### config.mk
export PLATFORM = sky130hd
export DESIGN_NAME = inst_encoder_loader_flat
export DESIGN_NICKNAME = d
export VERILOG_FILES = /design/src/rtl/inst_encoder_loader_if.sv /design/src/rtl/inst_encoder_loader.sv /design/src/flat_wrapper.sv
export SDC_FILE = /design/constraint.sdc
export NUM_CORES = 1
export LEC_CHECK = 0
export CAP_MARGIN = 20
export CORE_UTILIZATION = 43
export CTS_CLUSTER_SIZE = 20
export DETAILED_ROUTE_END_ITERATION = 10
export GPL_TIMING_DRIVEN = 1
export HOLD_SLACK_MARGIN = 0.1
export PLACE_DENSITY = 0.8
export SLEW_MARGIN = 10
export SYNTH_ARGS = -nofsm -noshare
export SYNTH_HDL_FRONTEND = slang
export SYNTH_SLANG_ARGS = --single-unit
### constraint.sdc
create_clock -name clk -period 3.3 [get_ports clk]
set_clock_uncertainty 0.05 [all_clocks]
set_input_delay 0.495 -clock clk [delete_from_list [all_inputs] [get_ports clk]]
set_output_delay 0.495 -clock clk [all_outputs]
set_load 0.03 [all_outputs]
### src/rtl/inst_encoder_loader_if.sv
// Request and instruction-memory write handshake bundle for inst_encoder_loader.
//   req_*  : field-level instruction request from the program source
//   wr_*   : stallable write port toward instruction memory
// master : program source / memory side (drives requests and wr_ready)
// slave  : the encoder/loader
interface inst_encoder_loader_if;
    logic        req_valid;
    logic        req_ready;
    logic [6:0]  req_opcode;
    logic [4:0]  req_rd;
    logic [4:0]  req_rs1;
    logic [4:0]  req_rs2;
    logic [2:0]  req_funct3;
    logic [6:0]  req_funct7;
    logic [31:0] req_imm;
    logic        req_last;
    logic        wr_valid;
    logic        wr_ready;
    logic [31:0] wr_addr;
    logic [31:0] wr_data;

    modport master (
        output req_valid, req_opcode, req_rd, req_rs1, req_rs2, req_funct3, req_funct7,
               req_imm, req_last, wr_ready,
        input  req_ready, wr_valid, wr_addr, wr_data
    );

    modport slave (
        input  req_valid, req_opcode, req_rd, req_rs1, req_rs2, req_funct3, req_funct7,
               req_imm, req_last, wr_ready,
        output req_ready, wr_valid, wr_addr, wr_data
    );
endinterface

### src/rtl/inst_encoder_loader.sv
// RV32I instruction encoder and sequential instruction-memory loader.
// Accepts one field-level request, range/alignment-checks the immediate, packs the
// instruction into a register and holds it on the write port until memory accepts it.
// Ports:
//   clk        : clock, rising edge
//   reset      : asynchronous active-high reset
//   bus        : request + write handshake (slave modport)
//   done       : last request fully retired (held until reset)
//   err        : sticky error flag
//   err_code   : first error, 01 = bad immediate, 10 = unknown opcode
//   inst_count : number of writes accepted by memory (wraps at 2^32)
module inst_encoder_loader #(
    parameter logic [31:0] BASE_ADDR   = 32'h0000_0000,
    parameter int unsigned DEPTH_WORDS = 1024
) (
    input  logic                     clk,
    input  logic                     reset,
    inst_encoder_loader_if.slave     bus,
    output logic                     done,
    output logic                     err,
    output logic [1:0]               err_code,
    output logic [31:0]              inst_count
);

    localparam int unsigned IdxW = (DEPTH_WORDS > 1) ? $clog2(DEPTH_WORDS) : 1;

    localparam logic [1:0] StIdle  = 2'd0;
    localparam logic [1:0] StWrite = 2'd1;
    localparam logic [1:0] StDone  = 2'd2;

    localparam logic [6:0] OpArith    = 7'b0110011;
    localparam logic [6:0] OpArithImm = 7'b0010011;
    localparam logic [6:0] OpLoad     = 7'b0000011;
    localparam logic [6:0] OpJalr     = 7'b1100111;
    localparam logic [6:0] OpStore    = 7'b0100011;
    localparam logic [6:0] OpBranch   = 7'b1100011;
    localparam logic [6:0] OpJal      = 7'b1101111;
    localparam logic [6:0] OpSystem   = 7'b1110011;

    logic [1:0]      state_q, state_d;
    logic [IdxW-1:0] idx_q, idx_d;
    logic [31:0]     data_q, data_d;
    logic            last_q, last_d;
    logic            err_q, err_d;
    logic [1:0]      code_q, code_d;
    logic [31:0]     cnt_q, cnt_d;

    logic [31:0]        enc;
    logic               imm_ok;
    logic               op_ok;
    logic signed [31:0] imm_s;
    logic [31:0]        imm;

    assign imm   = bus.req_imm;
    assign imm_s = $signed(bus.req_imm);

    // Combinational encoder and immediate legality check.
    always_comb begin
        enc    = '0;
        imm_ok = 1'b1;
        op_ok  = 1'b1;
        case (bus.req_opcode)
            OpArith: begin
                enc = {bus.req_funct7, bus.req_rs2, bus.req_rs1, bus.req_funct3, bus.req_rd,
                       bus.req_opcode};
            end
            OpArithImm, OpLoad, OpJalr: begin
                imm_ok = (imm_s >= -2048) && (imm_s <= 2047);
                enc    = {imm[11:0], bus.req_rs1, bus.req_funct3, bus.req_rd, bus.req_opcode};
            end
            OpStore: begin
                imm_ok = (imm_s >= -2048) && (imm_s <= 2047);
                enc    = {imm[11:5], bus.req_rs2, bus.req_rs1, bus.req_funct3, imm[4:0],
                          bus.req_opcode};
            end
            OpBranch: begin
                imm_ok = (imm_s >= -4096) && (imm_s <= 4094) && !imm[0];
                enc    = {imm[12], imm[10:5], bus.req_rs2, bus.req_rs1, bus.req_funct3,
                          imm[4:1], imm[11], bus.req_opcode};
            end
            OpJal: begin
                imm_ok = (imm_s >= -1048576) && (imm_s <= 1048574) && !imm[0];
                enc    = {imm[20], imm[10:1], imm[11], imm[19:12], bus.req_rd, bus.req_opcode};
            end
            OpSystem: begin
                enc = 32'h0000_0073;
            end
            default: begin
                op_ok = 1'b0;
            end
        endcase
    end

    always_comb begin
        state_d = state_q;
        idx_d   = idx_q;
        data_d  = data_q;
        last_d  = last_q;
        err_d   = err_q;
        code_d  = code_q;
        cnt_d   = cnt_q;
        case (state_q)
            StIdle: begin
                if (bus.req_valid) begin
                    if (!op_ok || !imm_ok) begin
                        // Bad request is consumed without a write; only the first error
                        // code is kept.
                        err_d = 1'b1;
                        if (!err_q) begin
                            code_d = op_ok ? 2'b01 : 2'b10;
                        end
                        if (bus.req_last) begin
                            state_d = StDone;
                        end
                    end else begin
                        data_d  = enc;
                        last_d  = bus.req_last;
                        state_d = StWrite;
                    end
                end
            end
            StWrite: begin
                if (bus.wr_ready) begin
                    idx_d   = (idx_q == IdxW'(DEPTH_WORDS - 1)) ? '0 : idx_q + 1'b1;
                    cnt_d   = cnt_q + 32'd1;
                    state_d = last_q ? StDone : StIdle;
                end
            end
            StDone: begin
            end
            default: begin
                state_d = StIdle;
            end
        endcase
    end

    always_ff @(posedge clk or posedge reset) begin
        if (reset) begin
            state_q <= StIdle;
            idx_q   <= '0;
            data_q  <= '0;
            last_q  <= 1'b0;
            err_q   <= 1'b0;
            code_q  <= 2'b00;
            cnt_q   <= '0;
        end else begin
            state_q <= state_d;
            idx_q   <= idx_d;
            data_q  <= data_d;
            last_q  <= last_d;
            err_q   <= err_d;
            code_q  <= code_d;
            cnt_q   <= cnt_d;
        end
    end

    assign bus.req_ready = (state_q == StIdle);
    assign bus.wr_valid  = (state_q == StWrite);
    assign bus.wr_addr   = BASE_ADDR + (32'(idx_q) << 2);
    assign bus.wr_data   = data_q;
    assign done          = (state_q == StDone);
    assign err           = err_q;
    assign err_code      = code_q;
    assign inst_count    = cnt_q;

endmodule
### src/flat_wrapper.sv
// flat-port wrapper written by rule: the top's interface ports become plain ports
module inst_encoder_loader_flat 
#(
    parameter logic [31:0] BASE_ADDR   = 32'h0000_0000,
    parameter int unsigned DEPTH_WORDS = 1024
)
  (clk, reset, done, err, err_code, inst_count, bus_req_valid, bus_req_opcode, bus_req_rd, bus_req_rs1, bus_req_rs2, bus_req_funct3, bus_req_funct7, bus_req_imm, bus_req_last, bus_wr_ready, bus_req_ready, bus_wr_valid, bus_wr_addr, bus_wr_data);
  inst_encoder_loader_if bus_i ();
  input  logic clk;
  input  logic reset;
  output logic done;
  output logic err;
  output logic [1:0] err_code;
  output logic [31:0] inst_count;
  input wire logic [$bits(bus_i.req_valid)-1:0] bus_req_valid;
  input wire logic [$bits(bus_i.req_opcode)-1:0] bus_req_opcode;
  input wire logic [$bits(bus_i.req_rd)-1:0] bus_req_rd;
  input wire logic [$bits(bus_i.req_rs1)-1:0] bus_req_rs1;
  input wire logic [$bits(bus_i.req_rs2)-1:0] bus_req_rs2;
  input wire logic [$bits(bus_i.req_funct3)-1:0] bus_req_funct3;
  input wire logic [$bits(bus_i.req_funct7)-1:0] bus_req_funct7;
  input wire logic [$bits(bus_i.req_imm)-1:0] bus_req_imm;
  input wire logic [$bits(bus_i.req_last)-1:0] bus_req_last;
  input wire logic [$bits(bus_i.wr_ready)-1:0] bus_wr_ready;
  output wire logic [$bits(bus_i.req_ready)-1:0] bus_req_ready;
  output wire logic [$bits(bus_i.wr_valid)-1:0] bus_wr_valid;
  output wire logic [$bits(bus_i.wr_addr)-1:0] bus_wr_addr;
  output wire logic [$bits(bus_i.wr_data)-1:0] bus_wr_data;
  assign bus_i.req_valid = bus_req_valid;
  assign bus_i.req_opcode = bus_req_opcode;
  assign bus_i.req_rd = bus_req_rd;
  assign bus_i.req_rs1 = bus_req_rs1;
  assign bus_i.req_rs2 = bus_req_rs2;
  assign bus_i.req_funct3 = bus_req_funct3;
  assign bus_i.req_funct7 = bus_req_funct7;
  assign bus_i.req_imm = bus_req_imm;
  assign bus_i.req_last = bus_req_last;
  assign bus_i.wr_ready = bus_wr_ready;
  assign bus_req_ready = bus_i.req_ready;
  assign bus_wr_valid = bus_i.wr_valid;
  assign bus_wr_addr = bus_i.wr_addr;
  assign bus_wr_data = bus_i.wr_data;
  inst_encoder_loader #(.BASE_ADDR(BASE_ADDR), .DEPTH_WORDS(DEPTH_WORDS)) u_core (.clk(clk), .reset(reset), .bus(bus_i), .done(done), .err(err), .err_code(err_code), .inst_count(inst_count));
endmodule
==> metrics.md, run 1 <==
| Metric | Value |
|---|---|
| Status | complete, no violations |
| Final instance area | 0.00593 sq mm |
| Peak Freq | 0.357 GHz |
| Crit path max-delay cell type | clkdlybuf4s50_1 |
| Final period util | 84.9% |
| # diodes | 0 |
| HP Class | reg -> reg |
| Final setup vio count | 0 |
| HPWL after detailed placement | 7840 um |
| Most used DFF post-synth | dfrtp_1 |
| Cell Rows | 35 |
| R2R setup slack | 780 ps |
| Core Area | 0.00928 sq mm |
| Setup crit end kind | flip-flop |
| CTS max path bufs | 2 |
| Max H-tree Level | 3 |
| Reg-to-Reg Start | u_core.state_q[1] |
| Avg Cell Area, Syn | 11.0 sq um |
| Worst R2R Path Depth | 6 |
| Starting density of the core | 44.6% |
| FFs w/ async S/R, synth | 100% |
| TritonCTS Buffers | 9 |
| Synth cell count leaders | dfrtp_1 (80), nand2_1 (34), xnor2_1 (24) |
| Total Neg Setup Slack | 0 ps |
| CTS sink count | 80 |
| Crit Path Max Fanout | 14 |
| Drt initial violations | 80 |
| WL final | 10100 um |
| Final #Nets | 607 |
| Layout cells sized above 1 | 11.7% |
| Unique masters post-synth | 55 |
| Placed cells | 654 |
| # IOs | 171 |
| Setup crit start kind | input pin |
| First-pass GRT wire length | 16400 um |
| Reg-to-Reg End | u_core.inst_count[27] |
| Area grow syn2layout | 43.2% |
| Non-Filler Instances | 669 |
| Max-slew violations | 0 |
| Post-synth EDFFs | 0 |
| Worst-margin pin slew | 690 ps |
| Worst-skew pair later-pin latency | 350 ps |
| Bufs and invs on worst path | 2 |
| LEAKAGE | 2.66 nW |
| Largest net degree at the start of global routing | 43 |
| GRT overflow | 0 |
| Worst hold slack | 424 ps |
| Die area | 0.0100 sq mm |
| Post_cts resized | 0 |
| Area leader, netlist | dfrtp_1 |
| Cell area power density | 338 mW/mm^2 |
| Slew Limit Headroom | 53.5% |
| CP Cell Sequence | clkdlybuf4s50_1 -> nor4_1 -> a21oi_1 -> o22ai_1 -> o221ai_1 -> a311oi_4 -> buf_4 -> mux2_2 |
| Die height | 100 um |
| Avg WL per Cell | 15.1 um |
| Yosys warns | 0 |
| CTS Root Cell | clkbuf_8 |
| Unrepaired setup endpoints after global routing | no |
| Final min period | 2800 ps |
| Initial antenna violation count | 0 |
| Vias in the first global route | 3477 |
| # DRC | 0 |
| GP Congestion | 0.867 |
| Synth top area share | 48.4% |
| Synth Instances | 376 |
| Number of max-cap violations | 0 |
| Via-per-instance ratio | 5.12 |
| CTS tree | yes |
| Port Buf Inserts | 148 |
| Number of setup buffers added after CTS | 0 |
| Worst hold path endpoint | u_core.inst_count[31] |
| Final hold viol count | 0 |
| Final Core Density | 63.8% |
| WP data arrival | 2990 ps |
| Slowest stage delay, CP | 450 ps |
| Post-DRT Antenna Nets | 0 |
| Synth area leaders | dfrtp_1 (48%), mux2_4 (7.3%), xnor2_1 (5.1%), a22o_1 (4.9%), buf_4 (4.0%) |
| CP delay by family, top | compound AO/OA/AOI/OAI gates |
| Hold buffers post-CTS | 0 |
| Die X-Extent | 100 um |
| Worst VDD drop | 0.208 mV |
| All-Layer GR Usage | 20.8% |
| Vias | 3423 |
| Pre-Repair DR Iteration Count | 4 |
| Crit Path Category | in -> reg |
| Reg clk slew, reported paths | 80 ps |
| Hold path startpoint | u_core.inst_count[31] |
| Seq/Total Area, Yosys | 48.4% |
| Top-count cell post-synth | dfrtp_1 |
| Mapped Area | 0.00414 sq mm |
| WP data required | 3490 ps |
| Worst hold path cell count | 1 |
| Post-synthesis register bit count | 80 |
| Placed instance area | 0.00574 sq mm |
==> routing by layer <==
metal	track usage, %	share of wire, %
met3	4.74	6.4
met5	0	0
met4	6.91	1.2
met1	24.9	40
met2	37.0	52
==> through the flow <==
| step | power [W] | worst slack (ps) |
|---|---|---|
| floorplan | 0.00118 | 702 |
| detailed placement | 0.00132 | 149 |
| CTS | 0.00202 | 515 |
| global placement | 0.00132 | 245 |
| finish | 0.00201 | 498 |
| global route | 0.00208 | 359 |
==> power breakdown <==
part,switching [W],internal (W)
Combinational,0.000150,0.000134
Clock,0.000359,0.000343
Sequential,0.0000184,0.00100
==> layout make-up <==
class	count	area [sq um]
fillers	790	3360
flip-flops and latches	80	2000
multi-input cells	272	1940
repair buffers	158	1580
well taps	129	161
clock buffers	9	124
clock inverters	6	61.3
inverters	15	57.6
==> state kept, by name, summed over array words and instances, names as in the netlist <==
register            flops
u_core.last_q           1
u_core.err_code         2
u_core.state_q          2
u_core.bus.wr_data     32
u_core.err              1
u_core.inst_count      32
u_core.idx_q           10
==> worst max path at each step <==
stage | endpoint | cells past startpoint | slack (ps) | from
4_1_cts | u_core.bus.wr_data[28] | 8 | 510 | bus_req_imm[15]
6_report | u_core.bus.wr_data[30] | 8 | 500 | bus_req_imm[15]
3_3_place_gp | u_core.bus.wr_data[28] | 8 | 240 | bus_req_imm[15]
3_5_place_dp | u_core.bus.wr_data[28] | 8 | 150 | bus_req_imm[15]
2_1_floorplan | u_core.bus.wr_data[0] | 1 | 700 | reset
5_1_grt | u_core.bus.wr_data[27] | 8 | 360 | bus_req_imm[15]
==> cell families (layout without fill, tap and decap cells) <==
group                    count (synthesis)  after routing  synth area share (%)
adder cells (fa/ha/maj)                  2              2                 0.605
multiplexers                            27             27                  9.13
other                                    1             22                0.0906
XOR/XNOR                                38             38                  8.04
AND/OR/NAND/NOR                        129            129                  16.2
buffers and inverters                   45            188                  6.65
AO/OA/AOI/OAI                           54             54                  10.9
flip-flops                              80             80                  48.4
==> cell usage in the layout, fill, tap and decap left out, types with 3 or more instances in the layout <==
master and count:
nand4_1 8, o32ai_1 3, a22o_1 23, and3_1 12, clkdlybuf4s50_1 148, inv_1 13, a21oi_1 3, buf_4 8
nor3_1 9, or2_2 5, mux2_4 20, o21ai_0 5, or3_1 4, dfrtp_1 80, xnor2_1 24, nor2_1 20
clkbuf_8 9, nand3_1 18, nor4_1 6, nand2_1 34, conb_1 22, xor2_1 14, mux2_2 5, clkinv_2 4
Note: power is estimated with default switching activity, not from simulation.
==> run 2: changes to the inputs <==
clock period = 2.7 ns   (was 3.3 ns; I/O delays follow)
==> run 2 against run 1 <==
Effect of this change:
- final cell count up 4.9%
- power increased by 29%
- critical path depth did not move
- non-clock buffer count increased by 34
- sequential cell count unchanged
- clock-buffer cell count increased by 2
- design area increased by 4.9%
- critical path type unchanged
- largest power group unchanged
==> metrics.md, run 2 (synthesized netlist as in run 1, its figures left out) <==
| Metric | Value |
|---|---|
| Status | complete, no violations |
| Avg WL per Cell | 14.9 um |
| Port Buf Inserts | 148 |
| Internal | 0.00194 W |
| Final hold viol count | 0 |
| Max-slew violations | 0 |
| TritonCTS Buffers | 9 |
| Pre-Repair DR Iteration Count | 4 |
| Cell area power density | 414 mW/mm^2 |
| Crit Path Category | in -> reg |
| LEAKAGE | 2.83 nW |
| Placed cells | 688 |
| Worst-margin pin slew | 772 ps |
| Peak Freq | 0.388 GHz |
| Total Neg Setup Slack | 0 ps |
| # IOs | 171 |
| WP data required | 2890 ps |
| Final period util | 95.6% |
| # diodes | 0 |
| Area grow syn2layout | 50.3% |
| Final setup vio count | 0 |
| Final #Nets | 641 |
| Vias in the first global route | 3594 |
| WL final | 10500 um |
| HPWL after detailed placement | 8350 um |
| Die X-Extent | 100 um |
| Starting density of the core | 44.6% |
| CTS sink count | 80 |
| Final min period | 2580 ps |
| Cell Rows | 35 |
| Worst-skew pair later-pin latency | 350 ps |
| Sw frac | 24.6% |
| # DRC | 0 |
| HP Class | reg -> reg |
| Die area | 0.0100 sq mm |
| Worst hold slack | 423 ps |
| Pre-CTS WS | -323 ps |
| Setup crit end kind | flip-flop |
| CP Cell Sequence | clkdlybuf4s50_1 -> nand4b_1 -> or3_1 -> o22ai_2 -> o21ai_2 -> a311oi_4 -> buf_4 -> mux2_2 |
| Combinational fraction of design power | 14.6% |
| Initial antenna violation count | 0 |
| Number of max-cap violations | 0 |
| R2R setup slack | 440 ps |
| Worst VDD drop | 0.236 mV |
| Final Core Density | 67.0% |
| Crit Path Max Fanout | 9 |
| Most frequent cells in the layout | clkdlybuf4s50_1 (148), dfrtp_1 (80), buf_4 (42) |
| Post-DRT Antenna Nets | 0 |
| Vias | 3562 |
| CTS max path bufs | 2 |
| CTS tree | yes |
| Largest net degree at the start of global routing | 45 |
| GRT overflow | 0 |
| Clock power frac | 37.2% |
| Setup ws final | 120 ps |
| Die height | 100 um |
| WP data arrival | 2770 ps |
| Unrepaired setup endpoints after global routing | no |
| Drt initial violations | 102 |
| Core Area | 0.00928 sq mm |
| All-Layer GR Usage | 21.5% |
| Bufs and invs on worst path | 2 |
| Hold buffers post-CTS | 0 |
| Commonest non-fill, non-tap cell in the layout | clkdlybuf4s50_1 |
| Reg power frac | 48.2% |
| CTS Root Cell | clkbuf_8 |
| First-pass GRT wire length | 17000 um |
| CP delay by family, top | buffers and inverters |
| Layout cells sized above 1 | 16.9% |
| Max H-tree Level | 3 |
| Slew Limit Headroom | 48.6% |
| GP Congestion | 0.858 |
| Sw power | 0.000634 W |
| Crit path max-delay cell type | clkdlybuf4s50_1 |
| Slowest stage delay, CP | 480 ps |
| Reg clk slew, reported paths | 80 ps |
| Via-per-instance ratio | 5.07 |
| Non-Filler Instances | 702 |
| Setup crit start kind | input pin |
## run 2: changes by cell type in the layout (fill, tap and decap cells not counted), sizes merged
cell / change
buf: +34
bufinv: +1
clkbuf: +2
clkinv: -4
## run 2: layout make-up
type / instances / area (sq um)
Clock inverter: 3 / 67.6
Fill cell: 721 / 3070
Sequential cell: 80 / 2000
Clock buffer: 11 / 141
Inverter: 15 / 57.6
Tap cell: 129 / 161
Timing Repair Buffer: 192 / 1840
Multi-Input combinational cell: 272 / 1950
## run 2: stage by stage
| stage | total power, W | cell area [sq um] |
|---|---|---|
| after global routing | 0.00267 | 6220 |
| after CTS | 0.00259 | 6210 |
| after floorplan | 0.00145 | 4220 |
| after global placement | 0.00163 | 6000 |
| final | 0.00258 | 6220 |
| after detailed placement | 0.00164 | 6000 |
## run 2: timing repair
item | 4_1_cts | 5_1_grt
buffers inserted | 0 | 0
endpoints found under the setup margin | 0 | 24
resized for setup | 0 | 2
## run 2: worst reg2reg max path, delay by kind of cell, from the launching register on
family        cells  cell delay (ps)
flops             1              420
simple gates      5             1370
buf+inv           1              150
xor+xnor          1              140
## run 2: path summary, 6_finish.rpt
path | cells after the start | start | to
worst max-delay path | 8 | bus_req_opcode[1] | u_core.bus.wr_data[30]
worst min-delay path | 1 | u_core.bus.wr_data[1] | u_core.bus.wr_data[1]
worst max register to register | 7 | u_core.state_q[1] | u_core.inst_count[25]
worst min register to register | 1 | u_core.bus.wr_data[1] | u_core.bus.wr_data[1]
max in group asynchronous | 3 | reset | u_core.bus.wr_data[16]
min in group asynchronous | 2 | reset | u_core.idx_q[8]
## run 2: power groups by stage
stage	sequential [W]	clock, W	combinational, W
2_1_floorplan	0.00131	0	0.000133
6_report	0.00124	0.000959	0.000375
4_1_cts	0.00124	0.000975	0.000376
5_1_grt	0.00125	0.00102	0.000400
3_5_place_dp	0.00127	0	0.000375
3_3_place_gp	0.00127	0	0.000367
## run 2: per-layer routing
metal / wire (um) / up-vias / part of all wire (%) / GRT usage [%]
li1: - / 1689 / - / -
met1: 4150 / 1719 / 40 / 24.4
met2: 5520 / 143 / 53 / 40.2
met3: 714 / 11 / 6.8 / 5.22
met4: 105 / 0 / 1.0 / 5.35
met5: 0 / - / 0 / 0
==> run 3: changes to the inputs <==
GPL_ROUTABILITY_DRIVEN = 0   (was default)
clock period = 2.6 ns   (was 2.7 ns; I/O delays follow)
==> run 3 against run 2 <==
Effect of this change:
- final cell count increased by 1.0%
- register-to-register slack worse by 60 ps
- die area stayed put
- setup slack worse by 78 ps
- clock-buffer cell count did not move
- global-route usage is 0.064 points higher
- non-clock buffer count grew 5
- core utilization is 0.94 points higher
- critical path depth up 1
- sequential power is 4% higher
- power is 4.7% higher
- sequential cell count did not move
- critical endpoint is now u_core.bus.wr_data[27]
==> metrics.md, run 3 (synthesized netlist as in run 1, its figures left out) <==
| Metric | Value |
|---|---|
| CTS tree | yes |
| First-pass GRT wire length | 17000 um |
| GRT overflow | 0 |
| LEAKAGE | 2.88 nW |
| CTS Root Cell | clkbuf_8 |
| All-Layer GR Usage | 21.5% |
| Pre-Repair DR Iteration Count | 5 |
| # diodes | 0 |
| Final #Nets | 646 |
| Max-slew violations | 0 |
| Number of max-cap violations | 0 |
| Final Core Density | 67.9% |
| Status | complete, no violations |
| Setup crit start kind | input pin |
| Final instance area | 0.00631 sq mm |
| Clock power frac | 37.7% |
| HPWL after detailed placement | 8380 um |
| Die area | 0.0100 sq mm |
| Slew Limit Headroom | 48.5% |
| Final min period | 2560 ps |
| Vias | 3589 |
| Die height | 100 um |
| Worst VDD drop | 0.285 mV |
| Core Area | 0.00928 sq mm |
| Largest net degree at the start of global routing | 45 |
| Max H-tree Level | 3 |
| CTS sink count | 80 |
| Layout cells sized above 1 | 18.1% |
| Post-DRT Antenna Nets | 0 |
| Internal | 0.00203 W |
| Reg clk slew, reported paths | 90 ps |
| Vias in the first global route | 3640 |
| Reg power frac | 47.8% |
| Avg WL per Cell | 15.0 um |
| R2R setup slack | 380 ps |
| Critical path origin | bus_req_opcode[1] |
| Worst-margin pin slew | 771 ps |
| Final period util | 98.4% |
| CP endpoint | u_core.bus.wr_data[27] |
| WP data required | 2800 ps |
| Cell Rows | 35 |
| Area grow syn2layout | 52.4% |
| Commonest non-fill, non-tap cell in the layout | clkdlybuf4s50_1 |
| Crit Path Category | in -> reg |
| Drt initial violations | 93 |
| Crit Path Max Fanout | 9 |
| # DRC | 0 |
| Sw power | 0.000672 W |
| Peak Freq | 0.391 GHz |
| WL final | 10600 um |
| WP data arrival | 2750 ps |
| Reg-to-Reg Start | u_core.state_q[1] |
| # IOs | 171 |
| CTS max path bufs | 2 |
| Port Buf Inserts | 148 |
| Worst R2R Path Depth | 7 |
| Hold buffers post-CTS | 0 |
| Combinational fraction of design power | 14.5% |
| Die X-Extent | 100 um |
| Final setup vio count | 0 |
| Sw frac | 24.9% |
| Initial antenna violation count | 0 |
| Worst-skew pair later-pin latency | 350 ps |
| HP Class | in -> async |
| TritonCTS Buffers | 9 |
| Placed instance area | 0.00600 sq mm |
| Via-per-instance ratio | 5.06 |
| Starting density of the core | 44.6% |
| Setup crit end kind | flip-flop |
| Cell area power density | 428 mW/mm^2 |
| Reg-to-Reg End | u_core.inst_count[25] |
| Final hold viol count | 0 |
| Most frequent cells in the layout | clkdlybuf4s50_1 (148), dfrtp_1 (80), buf_4 (44) |
[run 3: worst max-delay path: stages]
cell and delay (ps):
clkdlybuf4s50_1 490, nand4b_1 200, or3_4 390, o22ai_2 200
o21ai_2 120, a311oi_4 300, buf_6 170, buf_6 150
mux2_2 340
[run 3: power groups by stage]
stage	Combinational (W)	Sequential (W)	Clock, W
after floorplan	0.000138	0.00136	0
after global placement	0.000381	0.00131	0
after detailed placement	0.000389	0.00131	0
after CTS	0.000389	0.00129	0.00104
after global routing	0.000416	0.00129	0.00109
final	0.000390	0.00129	0.00102
[run 3: layer usage]
metal	track usage, %	vias up	part of all wire, %	routed length (um)
li1	-	1701	-	-
met1	24.3	1724	39	4200
met2	39.6	143	52	5520
met3	4.87	21	6.6	702
met4	8.03	0	2.0	211
met5	0	-	0	0
[run 3: worst min path at each step]
stage	startpoint	end	slack (ps)	cells after the start
6_report	reset	u_core.idx_q[3]	420	2
4_1_cts	u_core.bus.wr_data[1]	u_core.bus.wr_data[1]	430	1
2_1_floorplan	u_core.last_q	u_core.last_q	430	1
3_5_place_dp	u_core.bus.wr_data[1]	u_core.bus.wr_data[1]	400	1
5_1_grt	u_core.bus.wr_data[1]	u_core.bus.wr_data[1]	440	1
3_3_place_gp	u_core.bus.wr_data[0]	u_core.bus.wr_data[0]	410	1
[run 3: what timing repair did]
| item | CTS | global route |
|---|---|---|
| endpoints found under the hold margin | 0 | 0 |
| pin swaps | 1 | 3 |
| gates cloned | 0 | 1 |
| resized for setup | 0 | 6 |
| buffers inserted | 0 | 3 |
| setup endpoints to repair | 23 | 25 |
[run 3: stage by stage]
stage	setup TNS, ps	setup WS, ps	hold slack [ps]	power, W	std cells
after detailed placement	-11090	-424	404	0.00170	689
after global routing	-360	-32.6	443	0.00280	709
after global placement	-8570	-337	411	0.00170	689
after floorplan	0	107	432	0.00150	397
final	0	41.8	422	0.00270	709
after CTS	-0.759	-0.759	428	0.00272	705
[run 3: layout make-up]
class                   count  area (sq um)
fillers                   726          2980
repair buffers            197          1900
inverters                  15          57.6
well taps                 129           161
clock inverters             5          80.1
flip-flops and latches     80          2000
multi-input cells         272          1960
clock buffers              11           141
